<file path="config.mk">
export PLATFORM = sky130hd
export DESIGN_NAME = grey_scale_bank_flat
export DESIGN_NICKNAME = d
export VERILOG_FILES = /design/src/rtl/grey_scale_bank_if.sv /design/src/rtl/grey_scale_bank.sv /design/src/flat_wrapper.sv
export SDC_FILE = /design/constraint.sdc
export NUM_CORES = 1
export LEC_CHECK = 0
export CAP_MARGIN = 30
export CORE_MARGIN = 4
export CORE_UTILIZATION = 59
export DETAILED_ROUTE_END_ITERATION = 10
export GPL_TIMING_DRIVEN = 0
export PLACE_DENSITY_LB_ADDON = 0.1
export REMOVE_ABC_BUFFERS = 1
export SLEW_MARGIN = 20
export SYNTH_ARGS = -nofsm -noshare
export SYNTH_HDL_FRONTEND = slang
export SYNTH_SLANG_ARGS = --single-unit
</file>
<file path="constraint.sdc">
create_clock -name clk_i -period 8.7 [get_ports clk_i]
set_input_delay 2.61 -clock clk_i [delete_from_list [all_inputs] [get_ports clk_i]]
set_output_delay 2.61 -clock clk_i [all_outputs]
set_load 0.01 [all_outputs]
</file>
<file path="src/rtl/grey_scale_bank_if.sv">
// Channel-bus interface for grey_scale_bank: per-channel controls in, grey/tick/wrap/err out.
interface grey_scale_bank_if #(
  parameter int unsigned WIDTH    = 6,
  parameter int unsigned CHANNELS = 4,
  parameter int unsigned DIV_W    = 4
);
  logic [CHANNELS-1:0]       en;
  logic [CHANNELS-1:0]       dir;
  logic [CHANNELS-1:0]       clr;
  logic [CHANNELS*DIV_W-1:0] div;
  logic [CHANNELS*WIDTH-1:0] grey;
  logic [CHANNELS-1:0]       tick;
  logic [CHANNELS-1:0]       wrap;
  logic                      err;

  modport master (
    output en, dir, clr, div,
    input  grey, tick, wrap, err
  );

  modport slave (
    input  en, dir, clr, div,
    output grey, tick, wrap, err
  );
endinterface

</file>
<file path="src/rtl/grey_scale_bank.sv">
// Bank of clock-enabled grey-code counters with per-channel prescaler, direction and clear.
// Optional grey-property checker is built when GREY_SCALE_CHECK_EN is defined.
module grey_scale_bank #(
  parameter int unsigned WIDTH    = 6,
  parameter int unsigned CHANNELS = 4,
  parameter int unsigned DIV_W    = 4
) (
  input logic               clk_i,
  input logic               rst_i,
  grey_scale_bank_if.slave  bus
);

  logic [CHANNELS-1:0][DIV_W-1:0] p_q, p_d;
  logic [CHANNELS-1:0][WIDTH-1:0] b_q, b_d;
  logic [CHANNELS-1:0][WIDTH-1:0] grey_q, grey_d;
  logic [CHANNELS-1:0][WIDTH-1:0] nb;
  logic [CHANNELS-1:0]            tick_q, tick_d;
  logic [CHANNELS-1:0]            wrap_q, wrap_d;

  always_comb begin
    for (int i = 0; i < CHANNELS; i++) begin
      p_d[i]    = p_q[i];
      b_d[i]    = b_q[i];
      grey_d[i] = grey_q[i];
      tick_d[i] = 1'b0;
      wrap_d[i] = 1'b0;
      nb[i]     = bus.dir[i] ? b_q[i] + 1'b1 : b_q[i] - 1'b1;
      if (bus.clr[i]) begin
        p_d[i]    = '0;
        b_d[i]    = '0;
        grey_d[i] = '0;
      end else if (bus.en[i]) begin
        // >= so that lowering div below the running count forces an immediate step
        if (p_q[i] >= bus.div[i*DIV_W +: DIV_W]) begin
          p_d[i]    = '0;
          b_d[i]    = nb[i];
          grey_d[i] = nb[i] ^ (nb[i] >> 1);
          tick_d[i] = 1'b1;
          wrap_d[i] = bus.dir[i] ? (nb[i] == '0) : (nb[i] == '1);
        end else begin
          p_d[i] = p_q[i] + 1'b1;
        end
      end
    end
  end

  always_ff @(posedge clk_i) begin
    if (rst_i) begin
      p_q    <= '0;
      b_q    <= '0;
      grey_q <= '0;
      tick_q <= '0;
      wrap_q <= '0;
    end else begin
      p_q    <= p_d;
      b_q    <= b_d;
      grey_q <= grey_d;
      tick_q <= tick_d;
      wrap_q <= wrap_d;
    end
  end

  assign bus.grey = grey_q;
  assign bus.tick = tick_q;
  assign bus.wrap = wrap_q;

`ifdef GREY_SCALE_CHECK_EN
  logic [CHANNELS-1:0][WIDTH-1:0] prev_q;
  logic [CHANNELS-1:0][WIDTH-1:0] diff;
  logic [CHANNELS-1:0]            clr_prev_q;
  logic                           err_q, err_d;

  // Observes the output net itself so any disturbance of grey is caught.
  always_comb begin
    err_d = err_q;
    for (int i = 0; i < CHANNELS; i++) begin
      diff[i] = bus.grey[i*WIDTH +: WIDTH] ^ prev_q[i];
      if (!bus.clr[i] && !clr_prev_q[i]) begin
        if (((diff[i] & (diff[i] - 1'b1)) != '0) || ((diff[i] != '0) && !tick_q[i])) begin
          err_d = 1'b1;
        end
      end
    end
  end

  always_ff @(posedge clk_i) begin
    if (rst_i) begin
      prev_q     <= '0;
      clr_prev_q <= '0;
      err_q      <= 1'b0;
    end else begin
      prev_q     <= bus.grey;
      clr_prev_q <= bus.clr;
      err_q      <= err_d;
    end
  end

  assign bus.err = err_q;
`else
  assign bus.err = 1'b0;
`endif

endmodule

</file>
<file path="src/flat_wrapper.sv">
// flat-port wrapper written by rule: the top's interface ports become plain ports
module grey_scale_bank_flat 
#(
  parameter int unsigned WIDTH    = 6,
  parameter int unsigned CHANNELS = 4,
  parameter int unsigned DIV_W    = 4
)
  (clk_i, rst_i, bus_en, bus_dir, bus_clr, bus_div, bus_grey, bus_tick, bus_wrap, bus_err);
  grey_scale_bank_if #(.WIDTH(WIDTH), .CHANNELS(CHANNELS), .DIV_W(DIV_W)) bus_i ();
  input logic clk_i;
  input logic rst_i;
  input wire logic [$bits(bus_i.en)-1:0] bus_en;
  input wire logic [$bits(bus_i.dir)-1:0] bus_dir;
  input wire logic [$bits(bus_i.clr)-1:0] bus_clr;
  input wire logic [$bits(bus_i.div)-1:0] bus_div;
  output wire logic [$bits(bus_i.grey)-1:0] bus_grey;
  output wire logic [$bits(bus_i.tick)-1:0] bus_tick;
  output wire logic [$bits(bus_i.wrap)-1:0] bus_wrap;
  output wire logic [$bits(bus_i.err)-1:0] bus_err;
  assign bus_i.en = bus_en;
  assign bus_i.dir = bus_dir;
  assign bus_i.clr = bus_clr;
  assign bus_i.div = bus_div;
  assign bus_grey = bus_i.grey;
  assign bus_tick = bus_i.tick;
  assign bus_wrap = bus_i.wrap;
  assign bus_err = bus_i.err;
  grey_scale_bank #(.WIDTH(WIDTH), .CHANNELS(CHANNELS), .DIV_W(DIV_W)) u_core (.clk_i(clk_i), .rst_i(rst_i), .bus(bus_i));
endmodule
</file>
==> flow_summary.toml <==
[logic_synthesis]
syn_area_mm2 = 0.00412
ys_warn_count = 0
synth_top_area_share = 0.331
synth.avg_cell_area_um2 = 9.44
synth_cells = 436
synth.distinct_cells = 42
synth_seq_cells = 68
yosys.area.top_type = "dfxtp_1"
yosysSeqAreaShare = 0.331
synth.area.top_cells = "dfxtp_1 33%, ha_1 16%, a22o_1 8.5%"

[sta]
finalSetupTns_ns = 0
fin_crit_sh = 0.573
finClkSkew_ns = 0.00733
slew_headroom = 0.551
drv_slew = 0
min_period_ns = 4.99
maxClockFrequency_mhz = 200
rsz0062_at_grt = "false"
finalSetupViolations = 0
finalHoldViolations = 0
tightest_slew_ns = 0.672

[pwr]
pwr-share-clk = 0.373
ir_drop_uv = 83.1
p_sw_w = 0.000163
p_per_area_mw_per_mm2 = 131
p_comb_frac = 0.135
p_seq_frac = 0.492
p_sw_frac = 0.252
total_power_w = 0.000646
p_leak_nw = 2.11
internal_power_w = 0.000483

[grt]
grt_pass1_vias = 3039
overflow = 0
antenna_found_initial = 0
grt_first_pass_wirelength_mm = 13.2
grt.total_usage = 0.191
grt_max_degree = 15

[critical_path]
worst_setup_path_start_kind = "input port"
cp.arrival_ns = 5.23
setup.worst_path.end_class = "flop"
worstPathRequired_ns = 8.94
cp_max_fo = 5
critPathKind = "input port to flop"

[floorplanning]
die_h_um = 91.5
rows = 30
die_area_mm2 = 0.00838
ios = 63
die_w_um = 91.5
design.core.area_mm2 = 0.00679
initial_core_util = 0.606

[outcome]
status = "complete, no violations"

[clocking]
cts_resized = 0
cts_root_buf = "clkbuf_8"
clk_path_buf_depth = 2
clk_pin_slew_worst_paths_ns = 0.07
cts-htree-levels = 3
clock-sinks = 68
cts_tree = "yes"
numCtsBuffers = 9
postCtsSetupRepairBufs = 0
hold_buffers = 0
insertion_delay_ns = 0.34

[finish]
drive_above_1_share = 0.0706
area_growth_pct = 19.7
layout_common_cells = "68 x dfxtp_1, 61 x clkdlybuf4s50_1, 52 x ha_1"
fin_nets = 577
final_common_cell = "dfxtp_1"
n_antenna_cell = 0
fillers = 541

[placement]
hpwl_mm = 5.94
port_buffers = 61
gp_congestion = 0.884

[routing]
first_iter_violations = 80
via_count = 3139
firstDrtPassIters = 4
vias_per_cell = 5.30
routedWlPerCell_um = 13.1
drc_errors = 0
antenna_left = 0
postRouteWirelength_mm = 7.76

[worst_hold_path]
hold_class = "flop to flop"

[run]
maxCapViolations = 0
-- cell usage after synthesis (all sizes together) --
cell and instances:
dfxtp 68, o211ai 4, nand4 8, fa 4, or2 6, o21ai 4
xor2 18, ha 52, nand3 6, nor3b 2, clkbuf 8, a211oi 4
or4 2, mux2 4, nand2 20, a31oi 4, a21boi 4, nor3 2
nor2b 4, and2 14, a211o 6, and4 4, a21o 4, a22o 40
mux2i 6, a21oi 8, conb 1, o21bai 2, nor2 40, nand2b 8
inv 44, buf 9, nor4b 4, or4b 2, xnor2 20
-- routing by layer --
layer,wire length (um),track usage,vias to the layer above
li1,-,-,1618
met1,3770,0.246,1431
met2,3520,0.309,77
met3,328,0.0381,13
met4,142,0.0817,0
met5,0,0,-
-- critical path, stage by stage --
cell	delay [ns]
clkdlybuf4s50_1	0.57
inv_1	0.15
ha_1	0.37
a211oi_2	0.33
nor4b_1	0.10
or2_2	0.31
or2_2	0.31
ha_1	0.27
a22o_1	0.20
-- power by group through the flow --
stage                     Combinational, W  Sequential [W]  Clock [W]
after global routing             0.0000979        0.000318   0.000261
after global placement           0.0000850        0.000325          0
after detailed placement         0.0000874        0.000325          0
after floorplan                  0.0000551        0.000325          0
after CTS                        0.0000879        0.000318   0.000247
final                            0.0000870        0.000318   0.000241
-- sequential cells by signal, indices dropped and copies added, names as in the netlist --
name             cells
u_core.bus.grey     24
u_core.b_q          20
u_core.p_q          16
u_core.bus.tick      4
u_core.bus.wrap      4
-- logic make-up (layout without fill, tap and decap cells) --
| family | Yosys count | in the layout | synth area share |
|---|---|---|---|
| xor gates and xnor gates | 38 | 38 | 0.0809 |
| DFF | 68 | 68 | 0.331 |
| muxes | 10 | 10 | 0.0255 |
| other | 1 | 1 | 0.000911 |
| and+or+nand+nor | 122 | 122 | 0.156 |
| AOI/OAI and AO/OA | 80 | 80 | 0.162 |
| adders and majority gates | 56 | 56 | 0.178 |
| buffers and inverters | 61 | 121 | 0.0663 |
-- area by class of cell --
class                   instances  area (um2)  area share
clock buffers                  13         169      0.0343
well taps                      96         120      0.0244
flip-flops and latches         68        1360       0.276
clock inverters                 3        20.0     0.00406
multi-input cells             307        2480       0.504
repair buffers                 61         611       0.124
inverters                      44         165      0.0335
-- path summary, 6_finish.rpt --
path / startpoint / end / slack [ns] / cells past startpoint
setup reg to reg: u_core.b_q[0] / u_core.bus.grey[4] / 6.31 / 7
hold / removal: u_core.bus.grey[13] / u_core.bus.grey[13] / 0.48 / 1
hold reg to reg: u_core.bus.grey[13] / u_core.bus.grey[13] / 0.48 / 1
setup / recovery: bus_dir[2] / u_core.bus.grey[16] / 3.71 / 9
-- per-stage QoR --
stage	area [um2]	hold slack, ns	std cells	setup slack (ns)	util
after detailed placement	4740	0.458	576	3.37	0.698
after global placement	4740	0.460	576	3.38	0.698
final	4930	0.477	592	3.71	0.725
after global routing	4930	0.498	592	3.57	0.725
after CTS	4930	0.483	592	3.72	0.725
after floorplan	4010	0.446	419	4.17	-
Note: power is estimated with default switching activity, not from simulation.
